==> config.mk <==
export PLATFORM = sky130hd
export DESIGN_NAME = action_queue
export DESIGN_NICKNAME = d
export VERILOG_FILES = /design/src/rtl/tetris_pkg.sv /design/src/rtl/sync_fifo.sv /design/src/rtl/action_queue.sv
export SDC_FILE = /design/constraint.sdc
export NUM_CORES = 1
export LEC_CHECK = 0
export CAP_MARGIN = 20
export CELL_PAD_IN_SITES_DETAIL_PLACEMENT = 1
export CELL_PAD_IN_SITES_GLOBAL_PLACEMENT = 2
export CORE_ASPECT_RATIO = 0.7
export CORE_MARGIN = 1
export CORE_UTILIZATION = 40
export DETAILED_ROUTE_END_ITERATION = 6
export DONT_BUFFER_PORTS = 1
export HOLD_SLACK_MARGIN = 0.1
export PLACE_DENSITY = 0.81
export SETUP_SLACK_MARGIN = 0.5
export SLEW_MARGIN = 20
export SYNTH_ARGS = -nofsm -noshare
export SYNTH_HDL_FRONTEND = slang
export SYNTH_SLANG_ARGS = --single-unit
==> constraint.sdc <==
create_clock -name clk -period 2.8 [get_ports clk]
set_input_delay 0.42 -clock clk [delete_from_list [all_inputs] [get_ports clk]]
set_output_delay 0.42 -clock clk [all_outputs]
set_load 0.02 [all_outputs]
==> src/rtl/tetris_pkg.sv <==
// Shared action-code definitions used by the input queue and the game FSM.
package tetris_pkg;

  typedef logic [1:0] act_t;

  localparam act_t ACT_LEFT  = 2'd0;
  localparam act_t ACT_RIGHT = 2'd1;
  localparam act_t ACT_ROT   = 2'd2;
  localparam act_t ACT_DROP  = 2'd3;

  localparam int NUM_ACT = 4;

  function automatic logic [NUM_ACT-1:0] act_onehot(input act_t code);
    act_onehot = NUM_ACT'(1) << code;
  endfunction

endpackage

==> src/rtl/sync_fifo.sv <==
// Single-clock FIFO with occupancy count, synchronous flush and
// combinational head output (zero when empty).
module sync_fifo #(
  parameter int DEPTH = 4,
  parameter int WIDTH = 2,
  parameter int LVL_W = $clog2(DEPTH) + 1
) (
  input  logic             clk,
  input  logic             rst_n,
  input  logic             flush,
  input  logic             push,
  input  logic             pop,
  input  logic [WIDTH-1:0] din,
  output logic [WIDTH-1:0] dout,
  output logic             full,
  output logic             empty,
  output logic [LVL_W-1:0] level
);

  localparam int PTR_W = $clog2(DEPTH);

  logic [WIDTH-1:0] mem [DEPTH];
  logic [PTR_W-1:0] wr_ptr;
  logic [PTR_W-1:0] rd_ptr;
  logic             do_push;
  logic             do_pop;

  assign empty   = (level == '0);
  assign full    = (level == LVL_W'(DEPTH));
  assign do_pop  = pop & ~empty;
  // A full FIFO may still take a push when the head leaves on the same edge.
  assign do_push = push & (~full | do_pop);
  assign dout    = empty ? '0 : mem[rd_ptr];

  always_ff @(posedge clk or negedge rst_n) begin
    if (!rst_n) begin
      wr_ptr <= '0;
      rd_ptr <= '0;
      level  <= '0;
    end else if (flush) begin
      wr_ptr <= '0;
      rd_ptr <= '0;
      level  <= '0;
    end else begin
      if (do_push) wr_ptr <= wr_ptr + 1'b1;
      if (do_pop)  rd_ptr <= rd_ptr + 1'b1;
      if (do_push && !do_pop)      level <= level + 1'b1;
      else if (do_pop && !do_push) level <= level - 1'b1;
    end
  end

  // Storage is data only; occupancy is tracked by the pointers and level.
  always_ff @(posedge clk) begin
    if (do_push && !flush) mem[wr_ptr] <= din;
  end

endmodule

==> src/rtl/action_queue.sv <==
// Latches button pulses into sticky pending flags, arbitrates them by fixed
// priority (drop > rotate > left > right) and queues them for the game FSM.
module action_queue
  import tetris_pkg::*;
#(
  parameter int DEPTH = 4,
  parameter int LVL_W = $clog2(DEPTH) + 1
) (
  input  logic             clk,
  input  logic             rst_n,
  input  logic             flush,
  input  logic             btn_left,
  input  logic             btn_right,
  input  logic             btn_rotate,
  input  logic             btn_drop,
  output logic             act_valid,
  output logic [1:0]       act_code,
  input  logic             act_ready,
  output logic [LVL_W-1:0] level,
  output logic             dropped
);

  logic [NUM_ACT-1:0] pend;
  logic [NUM_ACT-1:0] btn;
  logic [NUM_ACT-1:0] clr;
  logic               fifo_full;
  logic               fifo_empty;
  logic               pop;
  logic               can_accept;
  logic               push;
  act_t               grant_code;

  assign btn = {btn_drop, btn_rotate, btn_right, btn_left};

  assign act_valid  = ~fifo_empty;
  assign pop        = act_valid & act_ready;
  assign can_accept = ~fifo_full | pop;
  assign push       = (|pend) & can_accept & ~flush;

  always_comb begin
    grant_code = ACT_RIGHT;
    if (pend[ACT_DROP])      grant_code = ACT_DROP;
    else if (pend[ACT_ROT])  grant_code = ACT_ROT;
    else if (pend[ACT_LEFT]) grant_code = ACT_LEFT;
  end

  assign clr = push ? act_onehot(grant_code) : '0;

  // Pending stage: a press arriving while its flag is being pushed is kept;
  // a press onto a flag that stays set is coalesced and reported.
  always_ff @(posedge clk or negedge rst_n) begin
    if (!rst_n) begin
      pend    <= '0;
      dropped <= 1'b0;
    end else if (flush) begin
      pend    <= '0;
      dropped <= 1'b0;
    end else begin
      pend    <= (pend & ~clr) | btn;
      dropped <= |(btn & pend & ~clr);
    end
  end

  sync_fifo #(
    .DEPTH (DEPTH),
    .WIDTH (2),
    .LVL_W (LVL_W)
  ) u_fifo (
    .clk   (clk),
    .rst_n (rst_n),
    .flush (flush),
    .push  (push),
    .pop   (pop),
    .din   (grant_code),
    .dout  (act_code),
    .full  (fifo_full),
    .empty (fifo_empty),
    .level (level)
  );

endmodule
* Word-level counts from Yosys, hierarchy flattened *
Memories as Yosys holds them, arrays and structs flattened.
Index checks and enable logic that the tools add are counted.

storage, ports and cells
  flip-flop bits (word level) = 12
  bits in writable memories = 8
  bits of input ports = 8
  output and inout bits = 7
  logic and storage cells = 55
  memories = 1

operators by class
  add/subtract/negate cells = 4
  eq/ne operators = 1
  shift-type cells = 1
  multiplexer cells = 16
  bitwise operators = 15
  reduce and logical (&&, ||, !) cells = 12

memories
  name        words  bits a word  rd ports  clocked after memory_dff  write ports  RTL line         text
  u_fifo.mem  4      2            1         0                         1            sync_fifo.sv:22  logic [WIDTH-1:0] mem [DEPTH];

operators by type and width
  operator               count
  $mux W2                7
  $and A4 B4 Y4          3
  $mux W3                3
  $mux W4                2
  $reduce_or A4 Y1       2
  $and A1 B1 Y1          5
  $add A2 B1 Y2 const B  2
  $mux W1                4
  $not A4 Y4             1
  $or A4 B4 Y4           1
  $reduce_bool A2 Y1     2
  $shl A1 B2 Y4 const A  1
  $add A3 B1 Y3 const B  1
  $eq A3 B3 Y1 const B   1
  $logic_and A1 B1 Y1    3
  $logic_not A1 Y1       3
  $logic_not A3 Y1       1
  $not A1 Y1             3
  $reduce_bool A3 Y1     1
  $sub A3 B1 Y3 const B  1
  $or A1 B1 Y1           2

* Logic depth before layout (Yosys ltp) *
Gate-level depths: netlist (run 1).

  depth after elaboration = 12
  depth in mapped cells = 9
  gate-level depth less buffers = 8

* Cells and area by module *
From an unflattened synthesis (run 1), not the netlist that was laid out.

unflattened totals
  cells, all modules = 106
  area, all modules = 1166.1 µm²

by module, submodules not included
  module        times used  cells each  area an instance (µm²)  seq. area each (µm²)
  sync_fifo     1           75          882.1                   415.4
  action_queue  1           31          284.0                   125.1

* Worst setup path after synthesis (run 1) *
Ideal clock, no wire load.

  path type = register to register
  from = register u_fifo.level[0]
  to = register u_fifo.level[2]
  setup time = 0.138 ns
  arrival time = 2.346 ns
  data required time = 2.662 ns
  setup slack = 0.316 ns
  cell stages (with the launch flop) = 10
  buffers on the path = 1
  clock period less this slack = 2.484 ns
  path through = dfrtp_1 buf_4 nor4b_4 or2_2 nor2_1 and2_1 fa_1 or3_1 a31oi_1 a21oi_1

on the way
  cells in the longest elaborated chain, start to end = 10
  elaborated cells between the ends (all ways) = 21
  classes of those cells = add/sub: 2; eq/ne: 1; mux: 3; bitwise: 9; reduce/logical: 6

ends and longest elaborated chain
  what                                                     RTL line                             text
  from (decl)                                              sync_fifo.sv:17                      output logic [LVL_W-1:0] level
  from (signal assigned)                                   sync_fifo.sv:47                      if (do_push && !do_pop) level <= level + 1'b1;
  from (signal assigned)                                   sync_fifo.sv:48                      else if (do_pop && !do_push) level <= level - 1'b1;
  $logic_not A3 Y1                                         sync_fifo.sv:28                      assign empty = (level == '0);
  $not A1 Y1                                               sync_fifo.sv:30, action_queue.sv:35
  $and A1 B1 Y1                                            action_queue.sv:36                   assign pop = act_valid & act_ready;
  $or A1 B1 Y1                                             action_queue.sv:37                   assign can_accept = ~fifo_full | pop;
  $and A1 B1 Y1 (2 in a row)                               action_queue.sv:38                   assign push = (|pend) & can_accept & ~flush;
  $and A1 B1 Y1                                            sync_fifo.sv:32                      assign do_push = push & (~full | do_pop);
  $logic_and A1 B1 Y1 or $logic_not A1 Y1 (tied branches)  sync_fifo.sv:47, sync_fifo.sv:48
  $mux W3 or $logic_and A1 B1 Y1 (tied branches)           sync_fifo.sv:47, sync_fifo.sv:48
  $mux W3 or $reduce_bool A3 Y1 (tied branches)            -

Parallel ways exist; a longest one is shown, timed or not. The select of a mux whose other input is x is not followed.
A chain may end at the register's enable or synchronous reset.

* Worst setup path after layout (run 1) *
  from = register u_fifo.level[1]
  to = register u_fifo.level[2]

The elaborated chain is that of the path after synthesis.

==> flow_metrics.py, run 1 <==
metrics = {
    "global_route": {
        "grt_pass1_vias": 849,
        "antenna_found_initial": 0,
        "grt.overflow.total": 0,
        "grt_start_max_net_pins": 17,
        "grt_pass1_wl_um": 4280,
        "grt_usage_pct": 19.9,
    },
    "logic_synthesis": {
        "synth_nets": 113,
        "yosysWarnings": 0,
        "syn_inst": 100,
        "synth_area_leaders": "dfrtp_1 27%, edfxtp_1 22%, ha_1 4.5%",
        "synth_seq_cells": 20,
        "syn_area_per_cell_um2": 11.2,
        "synth_top_area_share_pct": 26.9,
        "synth_compound_area_share_pct": 12.8,
        "synth_cell_types": 32,
        "yosysSeqAreaShare_pct": 48.4,
        "synthMuxAreaShare_pct": 6.84,
        "synth_xor_area_share_pct": 2.35,
        "synth_top_family_by_area": "simple AND/OR/NAND/NOR gates",
        "synthAdderAreaFrac_pct": 6.28,
        "synth_top_area_cell": "dfrtp_1",
        "post_synth_and_or_nand_nor_area_fraction_pct": 19.3,
        "synth_area_um2": 1120,
    },
    "worst_setup_path": {
        "crit_arrival_ps": 2540,
        "ff2ff_path_depth": 8,
        "cp-end-kind": "flip-flop",
        "path_depth": 8,
        "critPathLaunch": "u_fifo.level[1]$_DFFE_PN0P_",
        "crit_type": "reg -> reg",
        "critPathLaunchType": "flip-flop",
        "rr_endpoint": "u_fifo.level[2]$_DFFE_PN0P_",
        "max_stage_delay_ps": 510,
        "r2r-start": "u_fifo.level[1]$_DFFE_PN0P_",
        "cpMaxStageDelayCell": "dfrtp_2",
        "cp_cell_sequence": "nor4b_4 > or2_4 > nor2_4 > and2_4 > fa_2 > or3_4 > a21o_1 > a21oi_1",
        "endpoint": "u_fifo.level[2]$_DFFE_PN0P_",
        "critPathRequiredTime_ps": 3000,
        "critPathBufInv": 0,
        "critPathTopFamily": "simple AND/OR/NAND/NOR gates",
        "timing.reg2reg.setup_slack_ps": 450,
        "crit_path_max_fanout": 7,
    },
    "placed_design": {
        "portBuffers": 0,
        "gp_congestion": 0.708,
        "dpl_cell_area_um2": 1160,
        "dp.final_hpwl_um": 1780,
    },
    "finish": {
        "drive_above_1_share_pct": 25.5,
        "finalNetCount": 120,
        "final_area_um2": 1290,
        "antenna_cells": 0,
        "syn_to_final_growth_pct": 15.2,
    },
    "sta": {
        "fmax_mhz": 426,
        "grt_setup_unrepaired": "true",
        "min_period_ps": 2350,
        "relSlewSlack_pct": 59.1,
        "finalSetupViolations": 0,
        "tns_ps": 0,
        "fin_crit_sh_pct": 83.8,
        "hold_viol": 0,
        "tightest_slew_ps": 612,
        "finClkSkew_ps": 8.06,
        "slew_viol_final": 0,
    },
    "drt": {
        "drtIter0Drc": 19,
        "wire_per_inst_um": 18.6,
        "routed-via-count": 804,
        "drtPass1Iterations": 4,
        "routed_via_density": 5.74,
        "ant_nets": 0,
        "drc": 0,
        "wl_um": 2600,
    },
    "power": {
        "peakVddDrop_v": 0.000381,
        "pwr_density_cell_nw_per_um2": 891,
        "power.switching_w": 0.000407,
        "clockPowerShare_pct": 25.7,
        "p_int_w": 0.000739,
        "p_leak_nw": 0.507,
        "pwr-share-seq_pct": 38.9,
        "netSwitchingFraction_pct": 35.5,
        "pwr-share-comb_pct": 35.4,
    },
    "run_status": {
        "status": "finished clean",
    },
    "clocking": {
        "clockBufferDepth": 2,
        "htree_levels": 1,
        "cts_buffers": 3,
        "clkSlewWorstSetupHoldPaths_ps": 80,
        "cts_tree": "yes",
        "clock_latency_ps": 270,
        "cts.sinks": 20,
        "cts_root_buf": "clkbuf_8",
    },
    "floorplanning": {
        "core_um2": 2550,
        "chipWidth_um": 65.1,
        "fp-row-count": 15,
        "dieArea_um2": 3010,
        "io_pins": 15,
        "start_util_pct": 43.7,
        "die_h_um": 46.2,
    },
    "worst_hold_path": {
        "hold_path_class": "in -> reg",
    },
    "flow_run": {
        "max-cap-violations": 0,
    },
}
==> metal layers <==
metal	GRT usage, %	up-vias	share of wire, %
met5	0	-	0
met1	25.3	406	46
li1	-	379	-
met2	34.0	15	49
met4	5.22	0	0.88
met3	5.69	4	4.8
==> sequential cells by signal (all words and copies together), names as in the netlist <==
name,count
u_fifo.wr_ptr,2
u_fifo.mem,8
u_fifo.level,3
pend,4
u_fifo.rd_ptr,2
dropped,1
==> worst reg2reg max path, stage by stage (launching register included) <==
cell     delay (ps)
dfrtp_2         510
nor4b_4         340
or2_4           180
nor2_4           50
and2_4          150
fa_2            360
or3_4           380
a21o_1          180
a21oi_1         120
==> cell usage after synthesis, drive strengths merged <==
library cell / number
dfrtp: 12
a21oi: 9
edfxtp: 8
nor2: 8
and2: 7
inv: 5
nand3: 5
or3: 5
a31oi: 4
ha: 4
clkbuf: 3
o21ai: 3
or2: 3
buf: 2
mux2i: 2
mux4: 2
nor4: 2
or4: 2
xor2: 2
a2111oi: 1
a21o: 1
fa: 1
mux2: 1
nand2: 1
nor3: 1
nor4b: 1
o2111ai: 1
o21bai: 1
o311a: 1
o311ai: 1
xnor2: 1
==> what timing repair did <==
item                                    CTS  global route
endpoints found under the setup margin    2             2
pin swaps                                 2             2
hold buffers                              1             0
endpoints found under the hold margin    12             0
buffers inserted                          2             2
gates resized for setup                   1             2
==> cells in the final DEF, fill, tap and decap left out, drive strengths merged <==
| master | synthesis | layout |
|---|---|---|
| dfrtp | 12 | 12 |
| a21oi | 9 | 9 |
| edfxtp | 8 | 8 |
| nor2 | 8 | 8 |
| and2 | 7 | 7 |
| buf | 2 | 6 |
| inv | 5 | 5 |
| nand3 | 5 | 5 |
| or3 | 5 | 5 |
| a31oi | 4 | 4 |
| ha | 4 | 4 |
| o21ai | 3 | 3 |
| clkbuf | 3 | 3 |
| or2 | 3 | 3 |
| or4 | 2 | 2 |
| mux4 | 2 | 2 |
| xor2 | 2 | 2 |
| mux2i | 2 | 2 |
| nor4 | 2 | 2 |
| o21bai | 1 | 1 |
| nor4b | 1 | 1 |
| nand2 | 1 | 1 |
| o311a | 1 | 1 |
| o311ai | 1 | 1 |
| mux2 | 1 | 1 |
| o2111ai | 1 | 1 |
| a21o | 1 | 1 |
| nor3 | 1 | 1 |
| xnor2 | 1 | 1 |
| a2111oi | 1 | 1 |
| fa | 1 | 1 |
| bufinv | 0 | 1 |
| dlygate4sd3 | 0 | 1 |
==> layout make-up <==
class                      count  area (um^2)
inverter                       5         18.8
multi-input combinational     70          558
clock inverter                 1         30.0
timing repair buffer           7         52.6
sequential                    20          543
fill                         285         1270
clock buffer                   3         41.3
tap                           34         42.5
==> worst min path at each step <==
stage | endpoint | cells after the start | slack [ps] | startpoint
after detailed placement | u_fifo.level[0]$_DFFE_PN0P_ | 0 | 120 | rst_n
after floorplan | dropped$_DFF_PN0_ | 0 | 120 | rst_n
after CTS | u_fifo.wr_ptr[0]$_DFFE_PN0P_ | 1 | 200 | flush
final | u_fifo.wr_ptr[0]$_DFFE_PN0P_ | 1 | 200 | flush
after global placement | u_fifo.level[1]$_DFFE_PN0P_ | 0 | 120 | rst_n
after global routing | u_fifo.rd_ptr[0]$_DFFE_PN0P_ | 1 | 190 | flush
==> per-stage QoR <==
step                      setup WS, ps  util (%)  total power [W]  hold slack (ps)  std cells
after floorplan                    484         -         0.000768              124        100
after global placement             389      45.5         0.000797              125        131
after detailed placement           308      45.5         0.000815              125        131
after CTS                          464      49.5          0.00113              198        138
after global routing               339      50.4          0.00122              191        140
final                              453      50.4          0.00115              204        140
==> cells by family (layout without fill, tap and decap cells) <==
group,after synthesis,in the layout
compound gates,22,22
xor+xnor,3,3
fa+ha+maj,5,5
buf+inv,10,16
flops,20,20
mux,5,5
simple gates,35,35
==> power by group through the flow <==
| stage | Combinational (W) | Sequential (W) | Clock (W) |
|---|---|---|---|
| floorplan | 0.000331 | 0.000436 | 0 |
| global placement | 0.000347 | 0.000450 | 0 |
| detailed placement | 0.000359 | 0.000456 | 0 |
| CTS | 0.000382 | 0.000451 | 0.000301 |
| global route | 0.000445 | 0.000457 | 0.000314 |
| finish | 0.000406 | 0.000446 | 0.000295 |
No activity file was read; power rests on OpenSTA's default activity.
==> inputs of run 2 (changes only) <==
clock period = 2.2 ns   (was 2.8 ns; I/O delays follow)
==> flow_metrics.py, run 2 (synthesis results as in run 1) <==
metrics = {
    "worst_setup_path": {
        "ff2ff_path_depth": 8,
        "crit_type": "reg -> reg",
        "critPathRequiredTime_ps": 2380,
        "r2r-start": "u_fifo.level[1]$_DFFE_PN0P_",
        "timing.reg2reg.setup_slack_ps": -60,
        "cp-end-kind": "flip-flop",
        "crit_path_max_fanout": 2,
        "endpoint": "u_fifo.level[2]$_DFFE_PN0P_",
        "rr_endpoint": "u_fifo.level[2]$_DFFE_PN0P_",
        "critPathLaunchType": "flip-flop",
        "critPathLaunch": "u_fifo.level[1]$_DFFE_PN0P_",
        "crit_arrival_ps": 2430,
    },
    "placed_design": {
        "dp.final_hpwl_um": 1930,
        "portBuffers": 0,
        "pre_cts_ws_ps": -42.3,
        "gp_congestion": 0.735,
        "dp_cells": 141,
    },
    "power": {
        "pwr-share-seq_pct": 33.6,
        "pwr_density_cell_nw_per_um2": 1130,
        "power.switching_w": 0.000595,
        "netSwitchingFraction_pct": 37.0,
        "p_int_w": 0.00101,
        "pwr-share-comb_pct": 51.1,
        "peakVddDrop_v": 0.000381,
        "clockPowerShare_pct": 15.3,
        "p_leak_nw": 0.567,
    },
    "finish": {
        "final_cells": 152,
        "mostFrequentLayoutCell": "buf_4",
        "syn_to_final_growth_pct": 27.5,
        "drive_above_1_share_pct": 39.8,
        "layout_common_cells": "17 x buf_4, 9 x dfrtp_1, 8 x edfxtp_1",
        "finalNetCount": 132,
        "antenna_cells": 0,
        "largest_reg_flops": 8,
        "nFillCells": 280,
        "top_register": "u_fifo.mem",
        "reg_top3": "u_fifo.mem (8), pend (4), u_fifo.level (3)",
    },
    "sta": {
        "tightest_slew_ps": 584,
        "min_period_ps": 2260,
        "slew_viol_final": 0,
        "fmax_mhz": 443,
        "grt_setup_unrepaired": "true",
        "finClkSkew_ps": 2.64,
        "relSlewSlack_pct": 60.9,
        "hold_viol": 0,
        "finalSetupViolations": 1,
        "fin_ws_ps": -56.2,
        "fin_crit_sh_pct": 103,
    },
    "clocking": {
        "cts_tree": "yes",
        "htree_levels": 1,
        "cts_root_buf": "clkbuf_8",
        "clock_latency_ps": 250,
        "clockBufferDepth": 2,
        "cts.sinks": 20,
        "cts_buffers": 3,
        "clkSlewWorstSetupHoldPaths_ps": 70,
    },
    "global_route": {
        "grt_start_max_net_pins": 17,
        "grt_usage_pct": 18.4,
        "grt_pass1_vias": 881,
        "antenna_found_initial": 0,
        "grt.overflow.total": 0,
        "grt_pass1_wl_um": 3990,
    },
    "drt": {
        "wl_um": 2660,
        "routed-via-count": 868,
        "drtPass1Iterations": 4,
        "ant_nets": 0,
        "drc": 0,
        "wire_per_inst_um": 17.5,
        "drtIter0Drc": 27,
        "routed_via_density": 5.71,
    },
    "floorplanning": {
        "dieArea_um2": 3010,
        "io_pins": 15,
        "die_h_um": 46.2,
        "fp-row-count": 15,
        "chipWidth_um": 65.1,
        "core_um2": 2550,
        "start_util_pct": 43.7,
    },
    "flow_run": {
        "max-cap-violations": 0,
    },
    "run_status": {
        "violations": "negative setup slack",
        "status": "complete, but fails checks",
    },
    "worst_hold_path": {
        "hold_start": "flush",
        "hold_path_class": "in -> reg",
        "min_delay_path_depth": 1,
    },
}
[run 2: cell types whose count changed in the layout (fill, tap and decap cells not counted), moves of 2 or more]
| cell | before | now |
|---|---|---|
| a21oi_2 | 0 | 2 |
| buf_4 | 5 | 17 |
| and2_1 | 6 | 4 |
| nor4_4 | 0 | 2 |
| and2_4 | 1 | 3 |
| a21oi_1 | 9 | 7 |
[run 2: through the flow]
step | instance area [um^2] | TNS, ps | power (W) | hold WS [ps] | utilization (%)
after global placement | 1240 | 0 | 0.00110 | 34.7 | 48.5
after CTS | 1350 | -22.0 | 0.00148 | 124 | 53.0
after detailed placement | 1240 | -42.3 | 0.00113 | 34.7 | 48.5
after floorplan | 1140 | -219 | 0.000977 | 34.4 | -
final | 1420 | -56.2 | 0.00161 | 128 | 55.7
after global routing | 1420 | -162 | 0.00170 | 118 | 55.7
[run 2: routing by layer]
layer / global-route usage [%] / vias to the layer above / part of all wire, %
li1: - / 403 / -
met1: 22.8 / 444 / 44
met2: 31.5 / 15 / 52
met3: 4.21 / 6 / 3.0
met4: 8.26 / 0 / 1.7
met5: 0 / - / 0
[run 2: what timing repair did]
action,CTS,global route
hold buffers,1,0
endpoints found under the hold margin,12,0
gates resized for setup,11,9
setup endpoints to repair,4,7
pin swaps,4,5
setup buffers,2,4
[run 2: critical path: stages (launching register included)]
cell and delay (ps):
dfrtp_2 440, nor4b_4 300, or2_4 170, nor2_2 50, and2_4 150, fa_2 350, or3_4 410, a21o_1 190
a21oi_1 120
[run 2: cell type report]
class                   instances  area (um^2)  share of cell area, %
well taps                      34         42.5                   2.99
inverters                       5         18.8                   1.32
multi-input cells              70          619                   43.5
clock buffers                   4         45.0                   3.17
flip-flops and latches         20          544                   38.3
repair buffers                 19          153                   10.7
[run 2: worst min path at each step]
stage / end / slack (ps)
2_1_floorplan: dropped$_DFF_PN0_ / 30
3_3_place_gp: u_fifo.level[1]$_DFFE_PN0P_ / 30
5_1_grt: u_fifo.rd_ptr[0]$_DFFE_PN0P_ / 120
3_5_place_dp: u_fifo.level[1]$_DFFE_PN0P_ / 30
4_1_cts: u_fifo.rd_ptr[0]$_DFFE_PN0P_ / 120
6_report: u_fifo.rd_ptr[1]$_DFFE_PN0P_ / 130
[run 2: power by group through the flow]
stage	Sequential (W)	Clock [W]	Combinational, W
after CTS	0.000539	0.000251	0.000694
final	0.000541	0.000245	0.000823
after global routing	0.000552	0.000263	0.000885
after global placement	0.000537	0	0.000562
after detailed placement	0.000542	0	0.000591
after floorplan	0.000555	0	0.000422
==> inputs of run 3 (changes only) <==
ABC_AREA = 1   (was not set)
CORE_UTILIZATION = 36   (was 40)
CTS_CLUSTER_DIAMETER = 200   (was not set)
PLACE_DENSITY = 0.8   (was 0.81)
==> flow_metrics.py, run 3 <==
metrics = {
    "drt": {
        "drc": 0,
        "drtIter0Drc": 14,
        "routed-via-count": 804,
        "ant_nets": 0,
        "wl_um": 2300,
        "drtPass1Iterations": 4,
        "wire_per_inst_um": 13.5,
        "routed_via_density": 4.73,
    },
    "clocking": {
        "clock_latency_ps": 260,
        "clockBufferDepth": 2,
        "cts_tree": "yes",
        "cts_buffers": 3,
        "htree_levels": 1,
        "cts.sinks": 20,
        "clkSlewWorstSetupHoldPaths_ps": 70,
        "cts_root_buf": "clkbuf_8",
    },
    "logic_synthesis": {
        "synth_cell_types": 20,
        "synth_nets": 139,
        "synth-edff-count": 8,
        "syn_area_per_cell_um2": 8.63,
        "synth_seq_cells": 20,
        "synth_area_um2": 1090,
        "syn_inst": 126,
        "synth_area_leaders": "dfrtp_1 28%, edfxtp_1 22%, nor2_1 8.3%",
        "synth_flop_cell": "dfrtp_1",
        "yosysMostFrequentCell": "nor2_1",
        "synth_top_area_cell": "dfrtp_1",
        "synth_top_cells_by_count": "24 x nor2_1, 19 x nand2_1, 17 x inv_1",
        "yosysWarnings": 0,
        "async_reset_ff_share_pct": 60.0,
        "synth_top_area_share_pct": 27.6,
        "yosysSeqAreaShare_pct": 49.7,
    },
    "sta": {
        "grt_setup_unrepaired": "true",
        "min_period_ps": 1750,
        "fin_ws_ps": 451,
        "hold_viol": 0,
        "fmax_mhz": 572,
        "tightest_slew_ps": 611,
        "relSlewSlack_pct": 59.1,
        "finalSetupViolations": 0,
        "slew_viol_final": 0,
        "hold_slack_ps": 128,
        "tns_ps": 0,
        "fin_crit_sh_pct": 79.5,
        "finClkSkew_ps": 3.43,
    },
    "finish": {
        "drive_above_1_share_pct": 23.1,
        "finalNetCount": 148,
        "syn_to_final_growth_pct": 16.0,
        "largest_reg_flops": 8,
        "final_area_um2": 1260,
        "mostFrequentLayoutCell": "nor2_1",
        "finalCoreUtilization_pct": 44.7,
        "top_register": "u_fifo.mem",
        "reg_top3": "u_fifo.mem (8), pend (4), u_fifo.level (3)",
        "antenna_cells": 0,
        "layout_common_cells": "24 x nor2_1, 18 x nand2_1, 17 x inv_1",
    },
    "worst_setup_path": {
        "cp_cell_sequence": "nor2_4 > nand2_4 > nand2_4 > nand4_1 > inv_1 > fa_1 > nor2_1 > nand2_1 > o21ai_2",
        "cp-end-kind": "flip-flop",
        "critPathLaunchType": "flip-flop",
        "crit_path_frequent_cell": "nand2_4",
        "critPathRequiredTime_ps": 2390,
        "cpMaxStageDelayCell": "dfrtp_2",
        "max_stage_delay_ps": 480,
        "crit_type": "reg -> reg",
        "crit_arrival_ps": 1940,
        "crit_path_max_fanout": 3,
    },
    "global_route": {
        "grt_usage_pct": 15.9,
        "grt.overflow.total": 0,
        "grt_pass1_wl_um": 3580,
        "grt_start_max_net_pins": 13,
        "grt_pass1_vias": 755,
        "antenna_found_initial": 0,
    },
    "power": {
        "power.switching_w": 0.000522,
        "p_leak_nw": 0.580,
        "peakVddDrop_v": 0.000426,
        "p_int_w": 0.000867,
        "netSwitchingFraction_pct": 37.6,
        "pwr_density_cell_nw_per_um2": 1100,
        "pwr-share-comb_pct": 34.8,
        "pwr-share-seq_pct": 39.2,
        "clockPowerShare_pct": 25.9,
    },
    "floorplanning": {
        "die_h_um": 48.0,
        "start_util_pct": 38.5,
        "dieArea_um2": 3250,
        "io_pins": 15,
        "core_um2": 2820,
        "chipWidth_um": 67.7,
        "fp-row-count": 16,
    },
    "worst_hold_path": {
        "hold_path_class": "in -> reg",
    },
    "run_status": {
        "status": "finished clean",
    },
    "placed_design": {
        "dpl_cell_area_um2": 1120,
        "pre_cts_ws_ps": 266,
        "portBuffers": 0,
        "dp.final_hpwl_um": 1800,
        "gp_congestion": 0.736,
    },
    "flow_run": {
        "max-cap-violations": 0,
    },
}
-- run 3: cell types whose count changed after synthesis, moves of 4 or more --
cell     previous run  this run
and2_1              7         0
inv_2               0         4
nand2_2             0         5
inv_1               5        17
a31oi_1             4         0
o21ai_0             3         8
nand2_1             1        19
nor2_2              0         4
or3_1               5         0
nor2_1              8        24
-- run 3: critical path: cells and delay by family, from the launching register on --
kind	cells	cell delay (ps)
AND/OR/NAND/NOR	6	630
flip-flops	1	480
adder cells (fa/ha/maj)	1	410
buffers and inverters	1	100
AO/OA/AOI/OAI	1	50
-- run 3: cells by family (layout without fill, tap and decap cells) --
family	Yosys count	after routing	share of synthesized area [%]
adders and majority gates	5	5	6.44
and+or+nand+nor	62	62	26.7
buffers and inverters	22	30	8.28
xor gates and xnor gates	1	1	0.806
AOI/OAI and AO/OA	16	16	8.06
DFF	20	20	49.7
-- run 3: final timing paths --
path | from | to | slack (ps) | cells past startpoint
worst max-delay path | u_fifo.level[0]$_DFFE_PN0P_ | u_fifo.level[1]$_DFFE_PN0P_ | 450 | 9
worst min-delay path | flush | pend[1]$_DFF_PN0_ | 130 | 1
worst max register to register | u_fifo.level[0]$_DFFE_PN0P_ | u_fifo.level[1]$_DFFE_PN0P_ | 450 | 9
worst min register to register | pend[1]$_DFF_PN0_ | pend[1]$_DFF_PN0_ | 550 | 2
max in group asynchronous | rst_n | u_fifo.level[0]$_DFFE_PN0P_ | 1250 | 1
min in group asynchronous | rst_n | pend[3]$_DFF_PN0_ | 520 | 1
-- run 3: per-stage QoR --
step	total power (W)	cells
3_5_place_dp	0.000969	161
4_1_cts	0.00141	170
3_3_place_gp	0.000947	161
2_1_floorplan	0.000883	126
6_report	0.00139	170
5_1_grt	0.00149	170
-- run 3: power groups by stage --
stage	clock network, W	logic, W	registers (W)
after CTS	0.000373	0.000491	0.000546
after global routing	0.000384	0.000548	0.000557
after floorplan	0	0.000350	0.000532
after global placement	0	0.000405	0.000542
after detailed placement	0	0.000424	0.000545
final	0.000360	0.000484	0.000545
-- run 3: per-layer routing --
metal	vias to the layer above	GRT usage [%]	share of wire, %
li1	411	-	-
met1	382	20.6	47
met2	11	25.9	47
met3	0	5.24	5.2
met4	0	3.83	0
met5	-	0	0
-- run 3: layout make-up --
cell class | count | area, um^2
Multi-Input combinational cell | 84 | 482
Clock inverter | 1 | 30.0
Tap cell | 36 | 45.0
Sequential cell | 20 | 544
Fill cell | 347 | 1560
Inverter | 21 | 78.8
Clock buffer | 3 | 41.3
Timing Repair Buffer | 5 | 40.0
-- run 3: what timing repair did --
item | 4_1_cts | 5_1_grt
buffers inserted | 4 | 0
endpoints found under the setup margin | 4 | 2
hold endpoints to repair | 12 | 0
pin swaps | 6 | 0
hold buffers | 1 | 0
resized for setup | 7 | 0
cloned | 0 | 0
